### src/rtl/operand_shifter_pipe.sv
// operand_shifter_pipe: pipelined ARM operand-2 barrel shifter with an elastic
// valid/ready pipeline, tag pass-through and flush.
// Optional build macro: SHIFTER_SKID_EN adds a one-entry input skid buffer so
// in_ready has no combinational path from out_ready.
module operand_shifter_pipe #(
    parameter int WIDTH  = 32,
    parameter int STAGES = 2,
    parameter int TAG_W  = 4
) (
    input  logic             clk,
    input  logic             rst,
    input  logic             flush,
    input  logic             in_valid,
    output logic             in_ready,
    input  logic [WIDTH-1:0] in_oper,
    input  logic [7:0]       in_amt,
    input  logic [1:0]       in_type,
    input  logic             in_rrx,
    input  logic             in_carry,
    input  logic [TAG_W-1:0] in_tag,
    output logic             out_valid,
    input  logic             out_ready,
    output logic [WIDTH-1:0] out_res,
    output logic             out_carry,
    output logic [TAG_W-1:0] out_tag
);

    localparam int unsigned WU = WIDTH;

    typedef enum logic [1:0] {
        SH_LSL = 2'b00,
        SH_LSR = 2'b01,
        SH_ASR = 2'b10,
        SH_ROR = 2'b11
    } shift_e;

    // Returns {carry_out, result}.
    function automatic logic [WIDTH:0] shift_op(
        input logic [WIDTH-1:0] o,
        input logic [7:0]       a,
        input shift_e           typ,
        input logic             rrx,
        input logic             c
    );
        logic [WIDTH-1:0] r;
        logic [WIDTH-1:0] t1;
        logic             cy;
        int unsigned      ai;
        int unsigned      am;
        ai = 32'(a);
        am = ai % WU;
        r  = o;
        cy = c;
        t1 = '0;
        if (rrx) begin
            r  = {c, o[WIDTH-1:1]};
            cy = o[0];
        end else if (ai != 0) begin
            unique case (typ)
                SH_LSL: begin
                    if (ai < WU) begin
                        r  = o << ai;
                        t1 = o >> (WU - ai);
                        cy = t1[0];
                    end else begin
                        r  = '0;
                        cy = (ai == WU) ? o[0] : 1'b0;
                    end
                end
                SH_LSR: begin
                    if (ai < WU) begin
                        r  = o >> ai;
                        t1 = o >> (ai - 1);
                        cy = t1[0];
                    end else begin
                        r  = '0;
                        cy = (ai == WU) ? o[WIDTH-1] : 1'b0;
                    end
                end
                SH_ASR: begin
                    if (ai < WU) begin
                        r  = $signed(o) >>> ai;
                        t1 = o >> (ai - 1);
                        cy = t1[0];
                    end else begin
                        r  = {WIDTH{o[WIDTH-1]}};
                        cy = o[WIDTH-1];
                    end
                end
                SH_ROR: begin
                    if (am == 0) begin
                        r  = o;
                        cy = o[WIDTH-1];
                    end else begin
                        r  = (o >> am) | (o << (WU - am));
                        cy = r[WIDTH-1];
                    end
                end
                default: ;
            endcase
        end
        return {cy, r};
    endfunction

    logic [WIDTH:0]   sh;
    logic             accept;
    logic             src_v;
    logic [WIDTH-1:0] src_r;
    logic             src_c;
    logic [TAG_W-1:0] src_t;

    logic [STAGES-1:0] v;
    logic [STAGES-1:0] load;
    logic [WIDTH-1:0]  res_a [STAGES];
    logic [STAGES-1:0] cy_a;
    logic [TAG_W-1:0]  tag_a [STAGES];

    // Whole shift evaluated before stage 0; later stages only carry the result.
    always_comb sh = shift_op(in_oper, in_amt, shift_e'(in_type), in_rrx, in_carry);

`ifdef SHIFTER_SKID_EN
    logic             skid_v;
    logic             skid_c;
    logic [WIDTH-1:0] skid_r;
    logic [TAG_W-1:0] skid_t;

    assign in_ready = !skid_v && !flush && !rst;
    assign accept   = in_valid && in_ready;
    assign src_v    = skid_v || accept;
    assign src_r    = skid_v ? skid_r : sh[WIDTH-1:0];
    assign src_c    = skid_v ? skid_c : sh[WIDTH];
    assign src_t    = skid_v ? skid_t : in_tag;

    // Skid entry: catches an accepted op that stage 0 cannot take, drains first.
    always_ff @(posedge clk) begin
        if (rst) begin
            skid_v <= 1'b0;
            skid_c <= 1'b0;
            skid_r <= '0;
            skid_t <= '0;
        end else if (flush) begin
            skid_v <= 1'b0;
        end else if (skid_v) begin
            if (load[0]) skid_v <= 1'b0;
        end else if (accept && !load[0]) begin
            skid_v <= 1'b1;
            skid_c <= sh[WIDTH];
            skid_r <= sh[WIDTH-1:0];
            skid_t <= in_tag;
        end
    end
`else
    assign in_ready = load[0] && !flush && !rst;
    assign accept   = in_valid && in_ready;
    assign src_v    = accept;
    assign src_r    = sh[WIDTH-1:0];
    assign src_c    = sh[WIDTH];
    assign src_t    = in_tag;
`endif

    for (genvar k = 0; k < STAGES; k++) begin : g_stage
        logic             vr;
        logic             cr;
        logic [WIDTH-1:0] rr;
        logic [TAG_W-1:0] tr;
        logic             dv;
        logic             dc;
        logic [WIDTH-1:0] dr;
        logic [TAG_W-1:0] dt;

        if (k == 0) begin : g_first
            assign dv = src_v;
            assign dr = src_r;
            assign dc = src_c;
            assign dt = src_t;
        end else begin : g_next
            assign dv = v[k-1];
            assign dr = res_a[k-1];
            assign dc = cy_a[k-1];
            assign dt = tag_a[k-1];
        end

        // Stage k can load unless it and every stage after it are full with a stalled output;
        // written as a reduction to keep the ready chain free of bit-to-bit feedback.
        assign load[k] = out_ready || !(&v[STAGES-1:k]);

        // Stage register: holds while blocked, so a stalled output stays stable.
        always_ff @(posedge clk) begin
            if (rst) begin
                vr <= 1'b0;
                cr <= 1'b0;
                rr <= '0;
                tr <= '0;
            end else if (flush) begin
                vr <= 1'b0;
            end else if (load[k]) begin
                vr <= dv;
                cr <= dc;
                rr <= dr;
                tr <= dt;
            end
        end

        assign v[k]     = vr;
        assign res_a[k] = rr;
        assign cy_a[k]  = cr;
        assign tag_a[k] = tr;
    end

    assign out_valid = v[STAGES-1];
    assign out_res   = res_a[STAGES-1];
    assign out_carry = cy_a[STAGES-1];
    assign out_tag   = tag_a[STAGES-1];

endmodule
### config.mk
export PLATFORM = sky130hd
export DESIGN_NAME = operand_shifter_pipe
export DESIGN_NICKNAME = d
export VERILOG_FILES = /design/src/rtl/operand_shifter_pipe.sv
export SDC_FILE = /design/constraint.sdc
export NUM_CORES = 1
export LEC_CHECK = 0
export CORE_ASPECT_RATIO = 0.6
export CORE_MARGIN = 2
export CORE_UTILIZATION = 40
export CTS_BUF_LIST = sky130_fd_sc_hd__clkbuf_16
export CTS_CLUSTER_DIAMETER = 200
export CTS_CLUSTER_SIZE = 20
export DETAILED_ROUTE_END_ITERATION = 12
export PLACE_DENSITY_LB_ADDON = 0.05
export SLEW_MARGIN = 20
export SYNTH_ARGS = -nofsm -noshare
export SYNTH_HDL_FRONTEND = slang
export SYNTH_SLANG_ARGS = --single-unit
### constraint.sdc
create_clock -name clk -period 4 [get_ports clk]
set_clock_uncertainty 0.05 [all_clocks]
set_input_delay 0.4 -clock clk [delete_from_list [all_inputs] [get_ports clk]]
set_output_delay 0.4 -clock clk [all_outputs]
set_load 0.02 [all_outputs]
# Yosys cells after proc, flatten, opt, wreduce, memory -nomap -nowiden
# Cells that the tools add are included.
[word_totals] out_inout_bits=39 reg_bits=76 ram_bits=0 mem_bits_ro=0 in_bits=53 latch_bits=0 memories=0
[classes] add_sub_neg=3 eq_ne=4 magnitude_cmp=1 n_mux=16 bitwise_logic=2 shift=7 div=0 n_reduce_logical=16 n_mul=0
[ops] operator="32-bit 2-to-1 mux" n=6
[ops] operator="32-bit case mux with 4 select lines" n=1
[ops] operator="32-bit by 32-bit right shift with 1-bit output" n=2
[ops] operator="32-bit zero test" n=1
[ops] operator="32-bit OR" n=1
[ops] operator="32-bit by 32-bit left shift with 32-bit output" n=1
[ops] operator="32-bit by 8-bit left shift with 32-bit output" n=1
[ops] operator="32-bit by 5-bit right shift with 32-bit output" n=1
[ops] operator="32-bit by 8-bit right shift with 32-bit output" n=1
[ops] operator="32-bit by 8-bit >>> shifter with 32-bit output" n=1
[ops] operator="6-bit by 8-bit subtractor with 9-bit output (first input constant)" n=1
[ops] operator="8-bit by 1-bit subtractor with 9-bit output (second input constant)" n=1
[ops] operator="8-bit by 6-bit == test with 1-bit output (second input constant)" n=1
[ops] operator="8-bit by 6-bit less-than comparator with 1-bit output (second input constant)" n=1
[ops] operator="1-bit 2-to-1 mux" n=8
[ops] operator="8-bit nonzero test" n=1
[ops] operator="6-bit by 5-bit subtractor with 7-bit output (first input constant)" n=1
[ops] operator="2-bit AND reduction" n=3
[ops] operator="2-bit == test (second input constant)" n=2
[ops] operator="1-bit zero test" n=4
[ops] operator="1-bit case mux with 4 select lines" n=1
[ops] operator="1-bit logical AND" n=3
[ops] operator="2-bit by 1-bit == test with 1-bit output (second input constant)" n=1
[ops] operator="2-bit zero test" n=1
[ops] operator="3 further kinds" n=4

# Longest topological paths before layout
[logic_depth] depth_word=7 ltp_mapped=18 depth_no_buf=11

# Least setup slack after synthesis
# OpenSTA, ideal clock, no wires.
[synth_timing] kind="input -> register" from="in in_amt[1]" to="reg g_stage[0].rr[31]" setup_slack_ps=464 setup_ps=134 path_buffers=5 path_stages=14 required_ps=3816 arrival_time_ps=3352 path_cell_list="buf_4 -> buf_2 -> buf_2 -> inv_1 -> ha_1 -> buf_2 -> buf_2 -> mux4_2 -> mux2_2 -> mux4_2 -> nor3_2 -> nor3_1 -> a211oi_2 -> o22ai_1"
[synth_via] elab_chain_cells=7
[synth_rtl] element="from (decl)" line_no="16" rtl="input logic [7:0] in_amt,"
[synth_rtl] element="6-bit by 5-bit subtractor with 7-bit output" line_no="95" rtl="r = (o >> am) | (o << (WU - am));"
[synth_rtl] element="32-bit by 32-bit left shift with 32-bit output" line_no="95"
[synth_rtl] element="32-bit OR" line_no="95"
[synth_rtl] element="32-bit 2-to-1 mux" line_no="91" rtl="if (am == 0) begin"
[synth_rtl] element="32-bit case mux with 4 select lines" line_no="59" rtl="unique case (typ)"
[synth_rtl] element="32-bit 2-to-1 mux (*)" line_no="58" rtl="end else if (ai != 0) begin"
[synth_rtl] element="32-bit 2-to-1 mux (*)" line_no="55" rtl="if (rrx) begin"
[synth_rtl] element="to (signal assigned)" line_no="199" rtl="rr <= dr;"
[synth_rtl] element="to (decl)" line_no="164" rtl="logic [WIDTH-1:0] rr;"
# Mark *: on every way between the ends. The rest lies on a longest branch, timed or not.
# A chain may end at the register's enable or synchronous reset.

# Worst setup path in the final report
[layout_timing] from="in in_amt[1]" to="reg g_stage[0].rr[11]"
# Same word-level chain as after synthesis.

==> impl_metrics.csv <==
group,metric,value,unit
run_status,outcome,"completed",
sta,setup_slack,0.345,ns
yosys,yosysTopAreaCellShare,0.200,
critical_path,crit_slowest_cell,"a2111oi_0",
route,highest_layer,"met5",
route,firstDrtPassIters,6,
min_path,min_path_type,"reg2reg",
route,vias_per_cell,7.34,
cells_and_area,multi_input_area,9400,um2
critical_path,reg2reg_from,"out_valid$_SDFFE_PP0N_",
route,wl_met2,26.8,mm
global_route,grt_remaining_overflow,0,
yosys,ys_async_sr_fraction,0,
cells_and_area,fillCellCount,2918,
placement,gp_congestion,1.11,
sta,finalSetupViolCount,0,
route,wirelength,71.2,mm
yosys,yosys.area.top_type,"mux4_2",
die,initial_core_util,0.410,
critical_path,startpoint,"in_amt[1]",
die,die_area,31200,um2
placement,postPlaceCellArea,13700,um2
pwr,finalPower,3.69,mW
global_route,antenna_found_initial,3,
die,coreArea,29000,um2
cells_and_area,postLayoutCoreUtil,0.485,
placement,dp_hpwl,54.4,mm
critical_path,crit_chain,"buf_4 -> inv_1 -> ha_1 -> buf_4 -> and2_1 -> ha_2 -> inv_1 -> o21ai_1 -> buf_4 -> a2111oi_0 -> buf_4 -> o21ai_0 -> a41o_1 -> o21ai_0",
die,core.rowCount,48,
pwr,p_leak,5.06,nW
cts,cts_setup_buffers,0,
cts,cts_tree,"yes",
critical_path,cp-start-kind,"input port",
pwr,power_density,262,nW/um2
cts,clockBufferDepth,2,
pwr,peakVddDrop,0.204,mV
cts,cts.reportedPaths.clkPinSlew,0.06,ns
cells_and_area,nNetsFinal,1668,
route,vias,14800,
yosys,syn_nets,1610,
yosys,synth_edf_count,0,
die,die_w,227,um
route,drc,0,
cts,cts_made_buffers,9,
cts,cts_root_buf,"clkbuf_16",
yosys,ys_warn_count,0,
yosys,synthCells,1554,
sta,fin_tns_setup,0,ns
sta,maxSlewViolCount,0,
yosys,ys_top_cells_by_count,"nand2_1 (204), nor2_1 (152), clkbuf_1 (144), a21oi_1 (135), mux4_2 (106)",
cts,hold_buffers,0,
critical_path,path_common_cell,"buf_4",
sta,rsz0062_at_grt,"no",
cells_and_area,antenna_cells,0,
cells_and_area,drive_above_1_share,0.213,
critical_path,critPathRequiredTime,4.23,ns
yosys,synthesis.area,11900,um2
die,die_h,138,um
sta,layout_min_cycle_time,3.66,ns
cts,cts_sinks,76,
yosys,synth_seq_area_share,0.128,
flow_run,maxCapViolCount,0,
yosys,synth.most_common_cell,"nand2_1",
critical_path,critical-path-max-stage-delay,1.00,ns
sta,fmax,274,MHz
global_route,grt_max_degree,79,
route,wl_met3,12.5,mm
yosys,ys_seq_elements,76,
global_route,grt_pass1_wl,100,mm
route,route.antenna.remaining_nets,0,
cts,cts_resized,0,
global_route,grt_pass1_vias,13800,
sta,period_share,0.914,
critical_path,endpoint_kind,"flip-flop",
cts,clock_latency,0.37,ns
global_route,grt.total_usage,0.457,
die,num_io_pins,92,
sta,finalHoldViolCount,0,
route,drtIter0Drc,2788,
cells_and_area,seq_area,1520,um2
placement,io_buffers,91,
yosys,avgSynthCellArea,7.66,um2
yosys,synthTopCellsByArea,"mux4_2 (20%), dfxtp_1 (13%), mux2i_1 (7.9%), nand2_1 (6.4%), a21oi_1 (5.7%)",
cells_and_area,fin_area,14100,um2
yosys,ys_types,84,
cts,cts_max_level,3,
critical_path,critPathArrivalTime,3.89,ns
min_path,hp-start,"out_res[18]$_SDFFE_PP0P_",
critical_path,critical_path_class,"in2reg",
route,drt-met1-wl,28.5,mm
sta,slew_headroom,0.184,
critical_path,critical_path.max_fanout,8,
placement,pre_cts_ws,0.214,ns
sta,worst_pin_slew,1.19,ns
route,avgRoutedWirePerCell,35.3,um
cells_and_area,syn2layout_area_growth,18.1,%
yosys,synth_flop_cell,"dfxtp_1",
-- cells by family after synthesis --
kind of cell / Yosys count / share of synthesized area
and+or+nand+nor: 530 / 0.199
AOI/OAI and AO/OA: 489 / 0.274
muxes: 230 / 0.308
buffers and inverters: 222 / 0.0851
DFF: 76 / 0.128
xor gates and xnor gates: 4 / 0.00294
adders and majority gates: 3 / 0.00315
-- cell type report --
cell class                 instances  share of cell area
sequential                        76               0.108
clock inverter                     7             0.00863
timing repair buffer             250               0.158
tap                              400              0.0356
multi-input combinational       1256               0.669
clock buffer                       9              0.0160
inverter                          19             0.00525
-- worst paths after layout --
check,endpoint,slack (ns),depth (start not counted)
min reg2reg,out_res[18]$_SDFFE_PP0P_,0.40,2
max,g_stage[0].rr[11]$_SDFFE_PP0P_,0.34,14
min,out_res[18]$_SDFFE_PP0P_,0.40,2
max reg2reg,g_stage[0].rr[29]$_SDFFE_PP0P_,1.43,7
-- metal layers --
| layer | vias to the layer above | GRT usage |
|---|---|---|
| li1 | 6049 | - |
| met1 | 7209 | 0.611 |
| met2 | 1320 | 0.604 |
| met3 | 226 | 0.242 |
| met4 | 4 | 0.181 |
| met5 | - | 0 |
-- sequential cells by signal (all words and copies together), names as in the netlist --
signal / cells
out_carry: 1
out_valid: 1
g_stage.rr: 32
out_res: 32
out_tag: 4
g_stage.cr: 1
g_stage.vr: 1
g_stage.tr: 4
-- stage by stage --
step           instances  hold slack, ns
2_1_floorplan       1554           0.379
6_report            2017           0.401
5_1_grt             2017           0.418
3_3_place_gp        2001           0.390
3_5_place_dp        2001           0.395
4_1_cts             2017           0.404
-- where the power goes --
part / internal (mW) / total (mW) / switching (mW)
clock network: 0.615 / 0.992 / 0.378
registers: 0.799 / 0.827 / 0.0285
logic: 0.696 / 1.87 / 1.17
-- critical path: cells and delay by family --
kind | cells | cell delay, ns
AOI/OAI and AO/OA | 5 | 1.51
buffers and inverters | 6 | 1.24
adders and majority gates | 2 | 0.57
and+or+nand+nor | 1 | 0.15
-- cells in the final DEF (no fill, tap or decap), types with 10 or more instances in the layout --
master / instances
nand2_1: 204
nor2_1: 150
buf_4: 150
a21oi_1: 135
mux4_2: 106
mux2i_1: 94
o21ai_0: 88
clkdlybuf4s50_1: 84
dfxtp_1: 76
nor3_1: 41
mux2_2: 29
a211oi_1: 29
a31oi_1: 28
nand3_1: 25
o22ai_1: 19
o221ai_1: 18
nand2b_1: 17
inv_1: 16
a221oi_1: 15
nor4_1: 13
o31ai_1: 12
and2_1: 11
or3_1: 11
and3_1: 11
o211ai_1: 11
a311oi_1: 11
buf_12: 11
o21a_1: 10
nor2b_1: 10
a2111oi_0: 10
No activity file was read; power rests on OpenSTA's default activity.
